$ cat config.mk
export PLATFORM = sky130hd
export DESIGN_NAME = forest_vote_accum
export DESIGN_NICKNAME = d
export VERILOG_FILES = /design/src/rtl/forest_pkg.sv /design/src/rtl/vote_popcount.sv /design/src/rtl/forest_vote_accum.sv
export SDC_FILE = /design/constraint.sdc
export NUM_CORES = 1
export LEC_CHECK = 0
export BUFFER_PORTS_ARGS = -buffer_cell sky130_fd_sc_hd__buf_2
export CORE_ASPECT_RATIO = 0.9
export CORE_MARGIN = 8
export CORE_UTILIZATION = 25
export CTS_CLUSTER_DIAMETER = 120
export DETAILED_ROUTE_END_ITERATION = 16
export GPL_TIMING_DRIVEN = 0
export PLACE_DENSITY = 0.39
export SLEW_MARGIN = 0
export SYNTH_ARGS = -nofsm -noshare
export SYNTH_HDL_FRONTEND = slang
export SYNTH_SLANG_ARGS = --single-unit
$ cat constraint.sdc
create_clock -name clk -period 7.2 [get_ports clk]
set_input_delay 0.72 -clock clk [delete_from_list [all_inputs] [get_ports clk]]
set_output_delay 0.72 -clock clk [all_outputs]
set_load 0.01 [all_outputs]
$ cat src/rtl/forest_pkg.sv
// Shared definitions for the random-forest vote aggregation blocks:
// default forest size, count-width helper and vote/count types.
package forest_pkg;

  localparam int DEF_NUM_TREES = 8;

  // Bits needed to hold a vote count of 0..n inclusive.
  function automatic int count_width(input int n);
    return (n < 1) ? 1 : $clog2(n + 1);
  endfunction

  // Strict-majority threshold for an n-tree forest.
  function automatic int majority(input int n);
    return n / 2 + 1;
  endfunction

  localparam int DEF_CNT_W     = count_width(DEF_NUM_TREES);
  localparam int DEF_THRESHOLD = majority(DEF_NUM_TREES);

  typedef logic [DEF_NUM_TREES-1:0] vote_vec_t;
  typedef logic [DEF_CNT_W-1:0]     vote_count_t;

endpackage

$ cat src/rtl/vote_popcount.sv
// Combinational balanced adder tree: counts the set bits of a vote vector.
// Shared by every forest aggregator that needs a raw vote count.
module vote_popcount
  import forest_pkg::*;
#(
  parameter int NUM_BITS = DEF_NUM_TREES,
  parameter int CNT_W    = count_width(NUM_BITS)
) (
  input  logic [NUM_BITS-1:0] votes,
  output logic [CNT_W-1:0]    count
);

  localparam int LEVELS = $clog2(NUM_BITS);
  localparam int LEAVES = 1 << LEVELS;

  always_comb begin
    logic [LEAVES-1:0] padded;
    logic [CNT_W-1:0]  part [LEAVES];
    // NOTE: every variable written in a combinational block gets a value on
    // every pass before any read, otherwise synthesis infers a latch.
    padded = LEAVES'(votes);
    for (int i = 0; i < LEAVES; i++) begin
      part[i] = CNT_W'(padded[i]);
    end
    // Pairwise reduction in place; each level halves the number of live sums.
    for (int lvl = 0; lvl < LEVELS; lvl++) begin
      for (int i = 0; i < (LEAVES >> (lvl + 1)); i++) begin
        part[i] = part[2*i] + part[2*i+1];
      end
    end
    count = part[0];
  end

endmodule

$ cat src/rtl/forest_vote_accum.sv
// Forest vote accumulator: popcounts per-tree decisions in a 2-stage
// valid/ready pipeline, applies a majority threshold, keeps saturating stats.
module forest_vote_accum
  import forest_pkg::*;
#(
  parameter int NUM_TREES = DEF_NUM_TREES,
  parameter int THRESHOLD = majority(NUM_TREES),
  parameter int TAG_W     = 8,
  parameter int STAT_W    = 32
) (
  input  logic                              clk,
  input  logic                              rst,
  input  logic                              in_valid,
  output logic                              in_ready,
  input  logic [NUM_TREES-1:0]              in_votes,
  input  logic [TAG_W-1:0]                  in_tag,
  output logic                              out_valid,
  input  logic                              out_ready,
  output logic                              out_class,
  output logic [count_width(NUM_TREES)-1:0] out_count,
  output logic [TAG_W-1:0]                  out_tag,
  input  logic                              stat_clear,
  output logic [STAT_W-1:0]                 stat_samples,
  output logic [STAT_W-1:0]                 stat_pos
);

  localparam int CNT_W = count_width(NUM_TREES);

  logic [CNT_W-1:0] vote_count;
  logic [CNT_W-1:0] s1_count;
  logic [TAG_W-1:0] s1_tag;
  logic             s1_valid;
  logic             s1_class;
  logic             s2_valid;
  logic             adv1;
  logic             adv2;
  logic             accept;
  logic             handoff;

  vote_popcount #(
    .NUM_BITS (NUM_TREES),
    .CNT_W    (CNT_W)
  ) u_popcount (
    .votes (in_votes),
    .count (vote_count)
  );

  // Stage 2 advances when it is empty or draining; stage 1 whenever stage 2
  // makes room. in_ready depends only on state and out_ready, never in_valid.
  always_comb begin
    adv2 = s1_valid && (!s2_valid || out_ready);
    adv1 = !s1_valid || adv2;
  end

  assign in_ready  = adv1;
  assign accept    = in_valid && adv1;
  assign handoff   = s2_valid && out_ready;
  assign out_valid = s2_valid;
  assign s1_class  = (s1_count >= CNT_W'(THRESHOLD));

  // Payload registers load only on accept, so X on idle votes never enters.
  always_ff @(posedge clk or posedge rst) begin
    // NOTE: state registers use non-blocking assignment so every flop samples
    // pre-edge values regardless of block order; the data registers are reset
    // as well because their values are visible on the output ports.
    if (rst) begin
      s1_valid <= 1'b0;
      s1_count <= '0;
      s1_tag   <= '0;
    end else begin
      if (adv1) begin
        s1_valid <= accept;
      end
      if (accept) begin
        s1_count <= vote_count;
        s1_tag   <= in_tag;
      end
    end
  end

  always_ff @(posedge clk or posedge rst) begin
    if (rst) begin
      s2_valid  <= 1'b0;
      out_class <= 1'b0;
      out_count <= '0;
      out_tag   <= '0;
    end else if (adv2) begin
      s2_valid  <= 1'b1;
      out_class <= s1_class;
      out_count <= s1_count;
      out_tag   <= s1_tag;
    end else if (handoff) begin
      s2_valid  <= 1'b0;
    end
  end

  // A clear coinciding with a handoff restarts the counts at that handoff.
  always_ff @(posedge clk or posedge rst) begin
    if (rst) begin
      stat_samples <= '0;
      stat_pos     <= '0;
    end else if (stat_clear) begin
      stat_samples <= STAT_W'(handoff);
      stat_pos     <= STAT_W'(handoff && out_class);
    end else if (handoff) begin
      if (stat_samples != '1) begin
        stat_samples <= stat_samples + STAT_W'(1);
      end
      if (out_class && (stat_pos != '1)) begin
        stat_pos <= stat_pos + STAT_W'(1);
      end
    end
  end

endmodule

==> results.ini <==
[outcome]
status = complete, no violations

[power_and_ir_drop]
power.density_mw_per_mm2 = 209.9
total_power_mw = 1.252
p_leak_nw = 2.569
vdd.ir_drop.worst_mv = 0.1045

[critical_path]
max_stage_delay_ns = 0.42
path_cells = buf_2 -> ha_1 -> inv_1 -> fa_1 -> inv_1 -> fa_1 -> ha_1 -> fa_1 -> mux2_2
endpoint_kind = register
critPathMostFrequentCell = fa_1
worstPathRequired_ns = 7.43
cp_max_fo = 1
critical_path_class = primary input to register
critical-path-slowest-cell = fa_1
crit_arrival_ns = 2.98
startpoint_type = primary input

[final_layout]
layout-drive-gt1-share_pct = 27.29
antenna_cells = 0
fin_util_pct = 31.34
nNetsFinal = 618
fillCellCount = 1992
area_growth_pct = 23.49
multi_input_area_mm2 = 0.002389
register_area_mm2 = 0.002277

[drt]
wl_um = 14770
via_per_inst = 4.945
via_count = 4154
detail-route-antenna-nets = 0
first_pass_iters = 5
route.detailed.drc = 0
wire_per_inst_um = 17.59
first_iter_violations = 224

[clock_tree]
cts_tree = done
cts_buffer_depth = 2
root_buffer = clkbuf_16
clkLatencyLatePin_ns = 0.34
htreeDepth = 3
cts.sinks = 91
cts_buffers = 9
cts_setup_buffers = 0
post_cts_resized = 0
clk_pin_slew_worst_paths_ns = 0.07
postCtsHoldBufs = 0

[floorplanning]
die_y_um = 147.9
core_mm2 = 0.01904
num_io_pins = 100
rows = 48
die_w_um = 162.5
die-area_mm2 = 0.02404
start_util_pct = 25.38

[flow_run]
max_cap_violations = 0

[timing]
finClkSkew_ns = 0.007877
period_needed_ns = 2.755
relSlewSlack_pct = 41.65
fin_crit_sh_pct = 38.27
tightest_slew_ns = 0.8673
finalWorstSetupSlack_ns = 4.445
final.setup.tns_ns = 0
max_freq_mhz = 363.0
rsz0062_at_grt = false
setup_violations = 0
drv_slew = 0
hold_viol = 0

[global_routing]
grt_overflow = 0
first_global_vias = 4277
track_usage_pct = 12.68
grt_pass1_wl_um = 24170
grt_max_degree = 52
antenna_found_initial = 0

[synth]
synth_edf_count = 0
ys.warnings.count = 0
synth_area_leader_cell = dfrtp_1
synth.distinct_cells = 50
synth_nets = 508
synth_top_area_share_pct = 47.13
ys_seq_area_share_pct = 47.13
post_synth_instance_area_mm2 = 0.004832
synthArstFlopShare_pct = 100.0
synth_seq_cells = 91
yosys.cell_count.top_type = dfrtp_1
yosys-top-cells-area = dfrtp_1 (47%), mux2_2 (6.5%), xnor2_1 (3.8%)
synthCells = 475
synth_common_cells = dfrtp_1 (91), o21ai_0 (36), nand2_1 (35), mux2_2 (28), nor2_1 (25)
synthFlopType = dfrtp_1
avgSynthCellArea_um2 = 10.17

[placement]
port_buffers = 98
dp_hpwl_um = 10920
post-place-ws_ns = 4.097
place.gp.congestion = 0.7951

[worst_hold_path]
min_path_type = primary input to asynchronous set/reset pin

cell families (layout without fill, tap and decap cells):
family | Yosys count | after routing | share of synthesized area (%)
buf+inv | 41 | 156 | 3.444
simple gates | 179 | 179 | 21.34
mux | 29 | 29 | 6.732
xor+xnor | 28 | 28 | 5.075
compound gates | 95 | 95 | 12.56
fa+ha+maj | 12 | 12 | 3.729
flops | 91 | 91 | 47.13
through the flow:
stage | hold WS (ns) | area, um2 | instances
finish | 0.4384 | 5967 | 840
global route | 0.4788 | 5967 | 840
CTS | 0.4413 | 5967 | 840
detailed placement | 0.4760 | 5665 | 824
global placement | 0.4742 | 5635 | 823
floorplan | 0.4572 | 4832 | 475
flip-flops by register name, indices dropped and copies added (netlist names):
signal / flops
stat_pos: 32
out_tag: 8
stat_samples: 32
s1_tag: 8
s1_valid: 1
out_class: 1
out_count: 4
out_valid: 1
s1_count: 4
final timing paths:
check / start / end / slack, ns / cells after the start
hold reg to reg: s1_valid / out_valid / 0.49 / 1
setup reg to reg: out_valid / stat_pos[31] / 4.81 / 5
hold / removal: rst / stat_samples[30] / 0.44 / 2
max in group asynchronous: rst / stat_pos[6] / 6.09 / 3
setup / recovery: in_votes[0] / s1_count[2] / 4.44 / 9
min in group clk: s1_valid / out_valid / 0.49 / 1
power by group:
| part | leakage (nW) | switching (mW) | total [mW] | internal [mW] |
|---|---|---|---|---|
| Sequential | 1.21 | 0.0360 | 0.593 | 0.557 |
| Clock | 0.142 | 0.219 | 0.491 | 0.272 |
| Combinational | 1.22 | 0.0907 | 0.169 | 0.0780 |
worst max-delay path: cells and delay by family:
family	cells	cell delay, ns
adder cells (fa/ha/maj)	5	1.74
multiplexers	1	0.26
buffers and inverters	3	0.24
routing by layer:
| layer | vias up | global-route usage (%) | part of all wire [%] |
|---|---|---|---|
| met5 | - | 0 | 0 |
| met4 | 0 | 3.621 | 0.97 |
| met3 | 7 | 2.530 | 3.8 |
| met2 | 89 | 20.42 | 48 |
| met1 | 2065 | 16.90 | 48 |
| li1 | 1993 | - | - |
layout make-up:
type	count	area share [%]
multi-input cells	343	40.03
flip-flops and latches	91	38.16
repair buffers	99	8.681
well taps	250	5.242
clock buffers	9	3.774
plain buffers	23	1.657
clock inverters	7	1.279
inverters	18	1.174
cells in the final DEF, fill, tap and decap left out, types with 3 or more instances in the layout:
master	netlist	final
and2_1	5	5
mux2_2	28	28
inv_1	18	17
nand3_1	23	23
nand4_1	14	14
and4_1	9	9
a31oi_1	5	5
o21ai_0	36	36
xnor2_1	21	21
or4_1	11	11
and3_1	5	5
nand2_1	35	35
nor3_1	8	8
or3_1	6	6
o31ai_1	12	12
a21oi_1	16	16
o31a_1	3	3
nand2b_1	3	3
and4_4	3	3
nor2_1	25	25
nor4_1	19	19
nor2b_1	4	4
buf_2	4	102
o21a_1	3	3
xor2_1	7	7
ha_1	8	8
clkbuf_16	0	9
dfrtp_1	91	91
fa_1	4	4
clkbuf_1	16	16
Note: power is estimated with default switching activity, not from simulation.
